`src/rtl/sdr_pkg.sv`:
```
// Shared definitions for the microphone SPI sampler: FSM states and ADC frame geometry.
package sdr_pkg;

    typedef enum logic [1:0] {
        IDLE,
        SETUP,
        SHIFT,
        HOLD
    } state_t;

    localparam int DEF_FRAME_BITS = 16;
    localparam int DEF_DATA_BITS  = 12;
    localparam int ADC_LEAD_ZEROS = DEF_FRAME_BITS - DEF_DATA_BITS;

endpackage

```
`src/rtl/spi_half_tick.sv`:
```
// Divides the system clock by CKPCK and pulses o_tick on the last clock of each SCK half-period.
module spi_half_tick #(
    parameter int CKPCK = 2
) (
    input  logic i_clk,
    input  logic i_reset_n,
    input  logic i_clear,
    output logic o_tick
);

    localparam int CW = (CKPCK > 1) ? $clog2(CKPCK) : 1;

    logic [CW-1:0] count;

    assign o_tick = (count == CW'(CKPCK - 1));

    // Wraps to zero on the terminal count so consecutive phases start aligned.
    always_ff @(posedge i_clk or negedge i_reset_n) begin
        if (!i_reset_n) begin
            count <= '0;
        end else if (i_clear || o_tick) begin
            count <= '0;
        end else begin
            count <= count + 1'b1;
        end
    end

endmodule

```
`src/rtl/mic_spi_sampler.sv`:
```
// Runs one SPI conversion frame on a 12-bit serial ADC per request strobe and
// returns the sample with a valid pulse plus overrun and frame-error flags.
module mic_spi_sampler
    import sdr_pkg::*;
#(
    parameter int CKPCK      = 2,
    parameter int FRAME_BITS = DEF_FRAME_BITS,
    parameter int DATA_BITS  = DEF_DATA_BITS,
    parameter bit OPT_SIGNED = 1'b1
) (
    input  logic                 i_clk,
    input  logic                 i_reset_n,
    input  logic                 i_en,
    input  logic                 i_request,
    output logic                 o_csn,
    output logic                 o_sck,
    input  logic                 i_miso,
    output logic                 o_valid,
    output logic [DATA_BITS-1:0] o_data,
    output logic                 o_frame_err,
    output logic                 o_overrun,
    output logic                 o_busy
);

    localparam int BW = $clog2(FRAME_BITS) + 1;
    localparam logic [DATA_BITS-1:0] SIGN_FLIP = {OPT_SIGNED, {(DATA_BITS-1){1'b0}}};

    state_t                state, state_next;
    logic                  csn_next, sck_next, valid_next, ferr_next, ovr_next;
    logic [FRAME_BITS-1:0] shift, shift_next;
    logic [BW-1:0]         bit_cnt, bit_cnt_next;
    logic [DATA_BITS-1:0]  data_next;
    logic                  tick, half_clear;

    assign half_clear = (state == IDLE) || !i_en;
    assign o_busy     = (state != IDLE);

    spi_half_tick #(.CKPCK(CKPCK)) u_half_tick (
        .i_clk     (i_clk),
        .i_reset_n (i_reset_n),
        .i_clear   (half_clear),
        .o_tick    (tick)
    );

    always_ff @(posedge i_clk or negedge i_reset_n) begin
        if (!i_reset_n) begin
            state       <= IDLE;
            o_csn       <= 1'b1;
            o_sck       <= 1'b1;
            o_valid     <= 1'b0;
            o_data      <= '0;
            o_frame_err <= 1'b0;
            o_overrun   <= 1'b0;
            shift       <= '0;
            bit_cnt     <= '0;
        end else begin
            state       <= state_next;
            o_csn       <= csn_next;
            o_sck       <= sck_next;
            o_valid     <= valid_next;
            o_data      <= data_next;
            o_frame_err <= ferr_next;
            o_overrun   <= ovr_next;
            shift       <= shift_next;
            bit_cnt     <= bit_cnt_next;
        end
    end

    // A request is only an overrun when enabled; disabling silently drops everything.
    always_comb begin
        state_next   = state;
        csn_next     = o_csn;
        sck_next     = o_sck;
        shift_next   = shift;
        bit_cnt_next = bit_cnt;
        valid_next   = 1'b0;
        data_next    = o_data;
        ferr_next    = o_frame_err;
        ovr_next     = 1'b0;

        if (!i_en) begin
            state_next = IDLE;
            csn_next   = 1'b1;
            sck_next   = 1'b1;
        end else begin
            ovr_next = i_request && (state != IDLE);
            case (state)
                IDLE: begin
                    if (i_request) begin
                        state_next   = SETUP;
                        csn_next     = 1'b0;
                        sck_next     = 1'b1;
                        bit_cnt_next = '0;
                    end
                end
                SETUP: begin
                    if (tick) begin
                        state_next = SHIFT;
                        sck_next   = 1'b0;
                    end
                end
                SHIFT: begin
                    // MISO is captured on the clock that raises SCK.
                    if (tick) begin
                        if (!o_sck) begin
                            sck_next     = 1'b1;
                            shift_next   = {shift[FRAME_BITS-2:0], i_miso};
                            bit_cnt_next = bit_cnt + 1'b1;
                        end else if (bit_cnt == BW'(FRAME_BITS)) begin
                            state_next = HOLD;
                            csn_next   = 1'b1;
                        end else begin
                            sck_next = 1'b0;
                        end
                    end
                end
                HOLD: begin
                    if (tick) begin
                        state_next = IDLE;
                        valid_next = 1'b1;
                        data_next  = shift[DATA_BITS-1:0] ^ SIGN_FLIP;
                        ferr_next  = |shift[FRAME_BITS-1:DATA_BITS];
                    end
                end
                default: state_next = IDLE;
            endcase
        end
    end

endmodule

```
`config.mk`:
```
export PLATFORM = sky130hd
export DESIGN_NAME = mic_spi_sampler
export DESIGN_NICKNAME = d
export VERILOG_FILES = /design/src/rtl/sdr_pkg.sv /design/src/rtl/spi_half_tick.sv /design/src/rtl/mic_spi_sampler.sv
export SDC_FILE = /design/constraint.sdc
export NUM_CORES = 1
export LEC_CHECK = 0
export ABC_CLOCK_PERIOD_IN_PS = 3600
export BUFFER_PORTS_ARGS = -buffer_cell sky130_fd_sc_hd__clkbuf_2
export CORE_MARGIN = 1.5
export CORE_UTILIZATION = 30
export DETAILED_ROUTE_END_ITERATION = 7
export PLACE_DENSITY_LB_ADDON = 0.2
export SETUP_SLACK_MARGIN = 0.5
export SYNTH_ARGS = -nofsm -noshare
export SYNTH_HDL_FRONTEND = slang
export SYNTH_HIERARCHICAL = 1
export SYNTH_SLANG_ARGS = --single-unit
```
`constraint.sdc`:
```
create_clock -name i_clk -period 3.6 [get_ports i_clk]
set_input_delay 0 -clock i_clk [delete_from_list [all_inputs] [get_ports i_clk]]
set_output_delay 0 -clock i_clk [all_outputs]
set_load 0.05 [all_outputs]
```
==> results of run 1 <==
## cells in the mapped netlist (3+ instances only)
cell type,number,area [sq um]
mux2_4,10,150.1
o21ai_0,9,45.04
inv_1,8,30.03
or3_1,3,18.77
nor2_1,4,15.01
a21oi_1,3,15.01
ha_1,6,75.07
nand2_1,8,30.03
dfrtp_1,39,975.9
nand3_1,3,15.01
mux2_2,20,225.2
## cells by family (layout without fill, tap and decap cells)
family	Yosys count	in the layout	synth area share, %
compound gates	19	19	6.533
flops	41	41	56.53
simple gates	26	26	7.634
buf+inv	13	42	3.989
mux	31	31	21.18
fa+ha+maj	6	6	4.126
## state kept, by name, indices dropped and copies added (netlist names)
signal / count
o_frame_err: 1
o_csn: 1
shift: 16
state: 2
o_overrun: 1
u_half_tick/o_tick: 1
o_data: 12
o_valid: 1
bit_cnt: 5
o_sck: 1
## through the flow
step / utilization (%) / power, mW / hold WS, ns
6_report: 35.76 / 1.197 / 0.01479
5_1_grt: 35.76 / 1.265 / 0.02922
4_1_cts: 35.76 / 1.214 / 0.002043
3_5_place_dp: 33.78 / 0.8973 / 0.2244
3_3_place_gp: 33.78 / 0.8926 / 0.2157
2_1_floorplan: - / 0.8135 / -0.2956
## routing by layer
metal  vias up  share of wire, %
met5         -                 0
met4         0              0.66
met3         2               3.5
met2        17                49
met1       557                47
li1        535                 -
## cell type report
type	count	area [sq um]	share of cell area [%]
Multi-Input combinational cell	82	718.2	34.13
Tap cell	75	93.84	4.459
Clock inverter	2	13.76	0.6540
Timing Repair Buffer	24	130.1	6.183
Sequential cell	41	1028	48.87
Inverter	10	37.54	1.784
Clock buffer	6	82.58	3.924
## report_power, final
| part | total (mW) | internal [mW] | switching (mW) |
|---|---|---|---|
| logic | 0.331 | 0.110 | 0.221 |
| registers | 0.555 | 0.513 | 0.0421 |
| clock network | 0.312 | 0.155 | 0.156 |
| total | 1.20 | 0.778 | 0.419 |
## repair_timing
item,in CTS,in global routing
setup buffers,0,0
hold endpoints to repair,40,0
hold buffers,2,0
resized for setup,0,0
endpoints found under the setup margin,0,0
## worst min-delay path, cell delays in order
cell and delay [ns]:
clkbuf_2 0.15, nand2_1 0.08, nor2_1 0.04
## worst min path at each step
| stage | slack [ns] | end |
|---|---|---|
| 6_report | 0.01 | u_half_tick/o_tick |
| 3_5_place_dp | 0.22 | o_data[7] |
| 4_1_cts | 0.002 | u_half_tick/o_tick |
| 5_1_grt | 0.03 | u_half_tick/o_tick |
| 2_1_floorplan | -0.30 | bit_cnt[0] |
| 3_3_place_gp | 0.22 | o_data[10] |
==> flow_metrics.tcl, run 1 <==
set metrics [dict create \
    synth_nets 147 \
    wl_um 3184 \
    yosys_register_bits 41 \
    startpoint "state[0]" \
    vias_per_cell 4.629 \
    die_y_um 80.87 \
    reg2reg_to "shift[13]" \
    cp-endpoint "shift[13]" \
    rsz0062_at_grt "no" \
    final.setup.tns_ns 0 \
    rows 28 \
    fmax_ghz 0.4796 \
    min_from "i_en" \
    cp_top_family "simple AND/OR/NAND/NOR gates" \
    portBuffers 22 \
    reg2reg_from "state[0]" \
    grt_pass1_vias 1121 \
    detail-route-antenna-nets 0 \
    worst_setup_path_end_kind "flip-flop" \
    vdd_ir_drop_max_uv 281.1 \
    htree_levels 2 \
    synthCells 136 \
    setup_slack_ns 1.515 \
    ys_warn_count 6 \
    min_path_cells 3 \
    relSlewSlack_pct 32.27 \
    die_w_um 80.87 \
    wl_per_cell_um 13.27 \
    dpl.cell_count 230 \
    grt_usage_pct 10.69 \
    met2_usage_pct 17.58 \
    clk_latency_ns 0.28 \
    postSynthAreaPerCell_sq_um 13.38 \
    cts_root_buffer "clkbuf_8" \
    power_density_mw_per_mm2 568.7 \
    crit_required_ns 3.77 \
    antenna_found_initial 0 \
    cpMaxStageDelayCell "or4_4" \
    grtUsageMet3_pct 3.146 \
    clk_pin_slew_ns 0.08 \
    drt_iter0_drc 28 \
    synth_top_flop_cell "dfrtp_1" \
    status "finished, final reports clean" \
    startpoint_type "flip-flop" \
    fin_area_sq_mm 0.002105 \
    vias 1111 \
    crit_path_cell_trace "inv_1 > ha_1 > inv_2 > or4_4 > mux2_4" \
    leakage_nw 1.085 \
    dr.pass1.iters 4 \
    final_nets 175 \
    nFillCells 597 \
    areaGrowthSynthToFinish_pct 15.68 \
    drc 0 \
    place_ws_ns 1.528 \
    n_antenna_cell 0 \
    final-max-slew-violation-count 0 \
    coreArea_sq_mm 0.005886 \
    cts_tree "done" \
    worst_slew_pin_slew_ns 1.016 \
    r2r_slack_ns 1.51 \
    dieArea_sq_mm 0.006540 \
    grt_max_degree 42 \
    cts_made_buffers 5 \
    slowest_delay_ns 0.70 \
    fin_skew_ns 0.004237 \
    worstPathBufferInverterCount 2 \
    hpwl_um 2217 \
    period_share_pct 57.92 \
    synthArstFlopShare_pct 100.0 \
    cap_violations 0 \
    synth_edf_count 0 \
    drive_above_1_share_pct 40.61 \
    cp.depth 5 \
    worst-r2r-cell-count 5 \
    gp_congestion 0.8261 \
    cts_buffer_depth 2 \
    initial_core_util_pct 30.91 \
    min_period_ns 2.085 \
    finalSetupViolations 0 \
    crit_type "flip-flop to flip-flop" \
    netlist_area_sq_mm 0.001819 \
    hold_viol_final 0 \
    final_common_cell "dfrtp_1" \
    clock-sinks 41 \
    synth_cell_types 31 \
    grt_remaining_overflow 0 \
    crit_arrival_ns 2.26 \
    path_max_fanout 16 \
    layout.cells.non_filler 240 \
    grt_pass1_wl_um 5319 \
    final_cell_mix "39 x dfrtp_1, 22 x clkbuf_2, 20 x mux2_2" \
    busiest_layer "met2" \
    placed_area_sq_mm 0.001988 \
    pin_count 23 \
    ys_seq_area_share_pct 56.53 \
    hold_class "input port to flip-flop" \
    gr-usage-met1_pct 13.39 \
]
Power figures use the tool's default switching activity.
==> inputs of run 2 (changes only) <==
--- a/config.mk
+++ b/config.mk
@@ -5,7 +5,7 @@
 export SDC_FILE = /design/constraint.sdc
 export NUM_CORES = 1
 export LEC_CHECK = 0
-export ABC_CLOCK_PERIOD_IN_PS = 3600
+export ABC_CLOCK_PERIOD_IN_PS = 1900
 export BUFFER_PORTS_ARGS = -buffer_cell sky130_fd_sc_hd__clkbuf_2
 export CORE_MARGIN = 1.5
 export CORE_UTILIZATION = 30
==> constraint.sdc (replaced) <==
create_clock -name i_clk -period 1.9 [get_ports i_clk]
set_input_delay 0 -clock i_clk [delete_from_list [all_inputs] [get_ports i_clk]]
set_output_delay 0 -clock i_clk [all_outputs]
set_load 0.05 [all_outputs]
==> run 2 against run 1 <==
  * Combinational power grew to 3.7 times the previous value
  * Register-to-register slack lost 1.3 ns
  * Count of clock-buffer cells in the layout shrank 1
  * Highest routed layer unchanged
  * Setup slack lost 1.3 ns
  * Core utilization grew 6.2 points
  * Die area is the same
  * Non-clock buffer count grew 24
  * Critical path depth is the same
==> flow_metrics.tcl, run 2 (synthesized netlist as in run 1, its figures left out) <==
set metrics [dict create \
    die_y_um 80.87 \
    crit_required_ns 2.07 \
    portBuffers 22 \
    period_share_pct 91.05 \
    relSlewSlack_pct 67.33 \
    pin_count 23 \
    detail-route-antenna-nets 0 \
    final_cell_mix "38 x dfrtp_1, 21 x clkbuf_2, 18 x mux2_2" \
    clock-sinks 41 \
    final.setup.tns_ns 0 \
    grt_pass1_vias 1177 \
    nFillCells 564 \
    reg2reg_from "state[0]" \
    status "finished, final reports clean" \
    r2r_slack_ns 0.17 \
    utilization_pct 41.96 \
    final-max-slew-violation-count 0 \
    dieArea_sq_mm 0.006540 \
    vias_per_cell 4.626 \
    worst_setup_path_end_kind "flip-flop" \
    drive_above_1_share_pct 56.32 \
    crit_type "flip-flop to flip-flop" \
    antenna_found_initial 0 \
    hold_viol_final 0 \
    grt_usage_pct 11.76 \
    wl_per_cell_um 14.14 \
    placed_area_sq_mm 0.002044 \
    p_total_mw 2.941 \
    cts_tree "done" \
    rows 28 \
    coreArea_sq_mm 0.005886 \
    path_max_fanout 8 \
    grt_max_degree 17 \
    cts_buffer_depth 2 \
    largest_reg_flops 16 \
    rsz0062_at_grt "yes" \
    fmax_ghz 0.5781 \
    cts_root_buffer "clkbuf_8" \
    worst-r2r-cell-count 5 \
    hpwl_um 2374 \
    drc 0 \
    vias 1226 \
    regMostFlops "shift" \
    htree_levels 2 \
    wl_um 3748 \
    finalSetupViolations 0 \
    fin_area_sq_mm 0.002470 \
    top_regs "shift: 16 flops, o_data: 12 flops, bit_cnt: 5 flops" \
    cap_violations 0 \
    min_to "u_half_tick/o_tick" \
    fin_skew_ns 0.007907 \
    power_density_mw_per_mm2 1191 \
    clk_pin_slew_ns 0.08 \
    min_period_ns 1.730 \
    vdd_ir_drop_max_uv 755.7 \
    drt_iter0_drc 36 \
    min_from "i_en" \
    crit_arrival_ns 1.90 \
    cts_made_buffers 5 \
    hold_class "input port to flip-flop" \
    startpoint_type "flip-flop" \
    min_path_cells 3 \
    gp_congestion 0.7737 \
    final_nets 201 \
    grt_pass1_wl_um 5699 \
    reg2reg_to "shift[13]" \
    initial_core_util_pct 30.91 \
    clk_latency_ns 0.29 \
    areaGrowthSynthToFinish_pct 35.76 \
    grt_remaining_overflow 0 \
    die_w_um 80.87 \
    dr.pass1.iters 2 \
    final_common_cell "dfrtp_1" \
    n_antenna_cell 0 \
    leakage_nw 1.247 \
    worst_slew_pin_slew_ns 0.4864 \
]
[run 2: cell count changes in the layout (fill, tap and decap cells not counted), sizes merged]
cell and delta:
buf +24, clkinv -1, clkbuf -1, or4 +1, o211ai +1, bufinv +1
[run 2: cell type report]
type	instances	area [sq um]	area share [%]
inverter	10	42.54	1.722
multi-input combinational	84	834.6	33.79
timing repair buffer	48	365.4	14.79
clock inverter	2	35.03	1.418
tap	75	93.84	3.799
sequential	41	1030	41.69
clock buffer	5	68.82	2.786
[run 2: worst max-delay path, stage by stage, from the launching register on]
cell,delay [ns]
dfrtp_1,0.39
inv_2,0.10
ha_4,0.16
inv_4,0.04
or4_4,0.58
mux2_4,0.33
[run 2: worst max path at each step]
stage / from / end / slack (ns) / cells past startpoint
CTS: state[0] / shift[13] / 0.12 / 5
finish: state[0] / shift[13] / 0.17 / 5
floorplan: state[0] / shift[10] / 0.06 / 7
global placement: state[0] / shift[6] / 0.10 / 5
global route: state[0] / bit_cnt[4] / 0.12 / 7
detailed placement: state[1] / state[0] / 0.04 / 6
[run 2: routing by layer]
layer | up-vias | share of wire, % | track usage (%)
met3 | 3 | 3.1 | 3.820
li1 | 588 | - | -
met4 | 0 | 0.56 | 3.103
met1 | 618 | 45 | 14.35
met2 | 17 | 51 | 19.92
met5 | - | 0 | 0
[run 2: through the flow]
step,setup WS [ns],hold slack (ns),cells
floorplan,0.06283,-0.2956,136
global placement,0.1035,-0.04204,234
detailed placement,0.03876,-0.03706,234
CTS,0.1162,0.03082,256
global route,0.1219,0.03352,265
finish,0.1701,0.03941,265
[run 2: where the power goes]
group          internal (mW)  switching, mW
sequential             0.973         0.0861
combinational          0.612          0.599
clock                  0.382          0.289
[run 2: repair_timing]
item	4_1_cts	5_1_grt
hold buffers	2	0
pin swaps	9	10
gates resized for setup	19	13
gates cloned	2	0
hold endpoints to repair	15	0
endpoints found under the setup margin	37	37
buffers inserted	11	9
==> inputs of run 3 (changes only) <==
--- a/config.mk
+++ b/config.mk
@@ -5,7 +5,8 @@
 export SDC_FILE = /design/constraint.sdc
 export NUM_CORES = 1
 export LEC_CHECK = 0
-export ABC_CLOCK_PERIOD_IN_PS = 1900
+export ABC_AREA = 1
+export ABC_CLOCK_PERIOD_IN_PS = 1970
 export BUFFER_PORTS_ARGS = -buffer_cell sky130_fd_sc_hd__clkbuf_2
 export CORE_MARGIN = 1.5
 export CORE_UTILIZATION = 30
==> constraint.sdc (replaced) <==
create_clock -name i_clk -period 1.97 [get_ports i_clk]
set_input_delay 0 -clock i_clk [delete_from_list [all_inputs] [get_ports i_clk]]
set_output_delay 0 -clock i_clk [all_outputs]
set_load 0.05 [all_outputs]
==> run 3 against run 2 <==
  * First-iteration DRC count is 100% higher
  * Register-to-register slack better by 0.36 ns
  * Count of clock-buffer cells in the layout is 1 higher
  * Non-clock buffer count is 17 lower
  * Combinational power is 18% lower
  * Critical path depth is 1 higher
  * Die area is 1.8% higher
  * Synthesized cell count is 57% higher
  * Via count is 17% higher
  * Critical endpoint is now bit_cnt[4]
==> flow_metrics.tcl, run 3 <==
set metrics [dict create \
    status "finished, final reports clean" \
    nFillCells 642 \
    rsz0062_at_grt "yes" \
    regMostFlops "shift" \
    multiInputGateArea_sq_um 703.2 \
    cts_root_buffer "clkbuf_8" \
    final.setup.tns_ns 0 \
    final_nets 257 \
    grt_remaining_overflow 0 \
    grt_usage_pct 11.72 \
    largest_reg_flops 16 \
    synth_top_family_by_area "simple AND/OR/NAND/NOR gates" \
    yosys_register_bits 41 \
    ys_warn_count 6 \
    final-max-slew-violation-count 0 \
    min_to "u_half_tick/o_tick" \
    synth_compound_area_share_pct 10.94 \
    fin_skew_ns 0.007026 \
    grt_pass1_vias 1291 \
    portBuffers 22 \
    min_from "i_en" \
    p_sw_mw 1.078 \
    hold_viol_final 0 \
    postSynthAreaPerCell_sq_um 8.659 \
    finalSetupViolations 0 \
    rows 28 \
    seqPwrFrac_pct 41.2 \
    r2r_slack_ns 0.53 \
    cts_made_buffers 5 \
    crit_arrival_ns 1.62 \
    netSwitchingFraction_pct 40.43 \
    top_regs "shift: 16 flops, o_data: 12 flops, bit_cnt: 5 flops" \
    die_w_um 81.59 \
    grt_max_degree 42 \
    relSlewSlack_pct 63.95 \
    hold_class "input port to flip-flop" \
    synthCells 214 \
    vias_per_cell 4.453 \
    yosysTopAreaCell "dfrtp_1" \
    reg2reg_to "bit_cnt[4]" \
    internal_power_mw 1.588 \
    synth_top_flop_cell "dfrtp_1" \
    yosys-top-cells-area "dfrtp_1 53%, nand2_1 11%, o21ai_0 7.8%, inv_1 5.9%, ha_1 4.1%" \
    final_cell_mix "53 x nand2_1, 39 x dfrtp_1, 28 x o21ai_0" \
    die_y_um 81.59 \
    pin_count 23 \
    vias 1434 \
    fin_area_sq_mm 0.002231 \
    min_path_cells 3 \
    netlist_area_sq_mm 0.001853 \
    period_share_pct 73.24 \
    areaGrowthSynthToFinish_pct 20.39 \
    startpoint_type "flip-flop" \
    min_period_ns 1.443 \
    reg2reg_from "state[1]" \
    worst-r2r-cell-count 6 \
    synth_top_cells_by_count "54 x nand2_1, 39 x dfrtp_1, 29 x inv_1, 29 x o21ai_0, 15 x nand3_1" \
    place_ws_ns 0.3564 \
    antenna_found_initial 0 \
    wl_um 3531 \
    yosysMostFrequentCell "nand2_1" \
    crit_type "flip-flop to flip-flop" \
    clk_pin_slew_ns 0.08 \
    final_common_cell "nand2_1" \
    pwr-share-comb_pct 37.0 \
    clock-sinks 41 \
    ff_latch_area_sq_mm 0.001028 \
    crit_required_ns 2.14 \
    worst_setup_path_end_kind "flip-flop" \
    synthSimpleGateAreaFrac_pct 21.13 \
    ys_seq_area_share_pct 55.50 \
    cts_tree "done" \
    synth_nets 225 \
    synth-xor-area-share_pct 0 \
    clk_latency_ns 0.29 \
    gp_congestion 0.7481 \
    cts_buffer_depth 2 \
    power_density_mw_per_mm2 1195 \
    n_antenna_cell 0 \
    synth_fa_ha_area_share_pct 4.051 \
    hpwl_um 2331 \
    coreArea_sq_mm 0.005956 \
    power.share.clock_pct 21.8 \
    synth.area.mux_share_pct 0 \
    dieArea_sq_mm 0.006657 \
    cap_violations 0 \
    worst_slew_pin_slew_ns 0.5408 \
    initial_core_util_pct 31.11 \
    vdd_ir_drop_max_uv 482.6 \
    yosysTopAreaCellShare_pct 52.67 \
    leakage_nw 1.094 \
    fmax_ghz 0.6931 \
    grt_pass1_wl_um 5830 \
    wl_per_cell_um 10.97 \
    drt_iter0_drc 72 \
    setup_slack_ns 0.5273 \
    path_max_fanout 5 \
    dr.pass1.iters 4 \
    detail-route-antenna-nets 0 \
    placed_area_sq_mm 0.002033 \
    drc 0 \
    drive_above_1_share_pct 20.24 \
    synthArstFlopShare_pct 100.0 \
    htree_levels 2 \
    synth_cell_types 21 \
    synth_edf_count 0 \
]
[run 3: cell types whose count changed after synthesis, moves of 4 or more]
cell	change
nand2_1	+46
nor2_1	+6
inv_1	+21
mux2_2	-20
nand3_1	+12
mux2_4	-10
nand4_1	+4
o21ai_0	+20
o21ai_1	+5
buf_2	+4
[run 3: worst max-delay path, cell delays in order, from the launching register on]
cell and delay [ns]:
dfrtp_1 0.43, inv_1 0.08, ha_1 0.22, o21ai_1 0.32
nor2_2 0.12, nand2_1 0.08, o21ai_0 0.08
[run 3: what timing repair did]
item / in CTS / in global routing
cloned: 0 / 1
hold buffers: 3 / 0
gates resized for setup: 4 / 9
buffers inserted: 0 / 4
endpoints found under the setup margin: 22 / 19
hold endpoints to repair: 41 / 0
pin swaps: 0 / 2
[run 3: final cells by class]
class | count | share of cell area [%]
repair buffers | 31 | 8.637
clock buffers | 6 | 3.702
flip-flops and latches | 41 | 46.10
multi-input cells | 136 | 31.52
inverters | 31 | 5.216
well taps | 75 | 4.206
clock inverters | 2 | 0.6169
[run 3: per-stage QoR]
step                total power [mW]  hold WS (ns)  cells  util (%)
floorplan                      1.788       -0.2956    214         -
global placement               1.989        0.1061    306     34.14
detailed placement             1.990        0.1011    306     34.14
CTS                            2.618        0.1444    317     36.66
global route                   2.852        0.1784    322     37.46
finish                         2.665        0.1659    322     37.46
[run 3: power by group through the flow]
stage               sequential [mW]  combinational [mW]  clock, mW
finish                         1.10               0.987      0.580
global route                   1.12                1.09      0.641
CTS                            1.10               0.911      0.609
detailed placement             1.11               0.883          0
global placement               1.11               0.884          0
floorplan                      1.28               0.508          0
[run 3: metal layers]
| metal | wire length, um | global-route usage, % |
|---|---|---|
| met1 | 1736 | 15.11 |
| met2 | 1597 | 17.77 |
| met3 | 117 | 3.444 |
| met4 | 79 | 6.102 |
| met5 | 0 | 0 |
[run 3: kinds of logic (layout without fill, tap and decap cells)]
family / count (synthesis) / after routing
buffers and inverters: 38 / 70
AND/OR/NAND/NOR: 89 / 90
AO/OA/AOI/OAI: 40 / 40
adder cells (fa/ha/maj): 6 / 6
flip-flops: 41 / 41
[run 3: worst max path at each step]
| stage | depth (start not counted) | slack, ns | from | to |
|---|---|---|---|---|
| final | 6 | 0.53 | state[1] | bit_cnt[4] |
| after global routing | 8 | 0.45 | state[0] | bit_cnt[1] |
| after global placement | 8 | 0.41 | state[0] | shift[10] |
| after CTS | 4 | 0.47 | state[1] | o_busy |
| after floorplan | 8 | 0.52 | state[0] | o_sck |
| after detailed placement | 8 | 0.36 | state[0] | shift[9] |
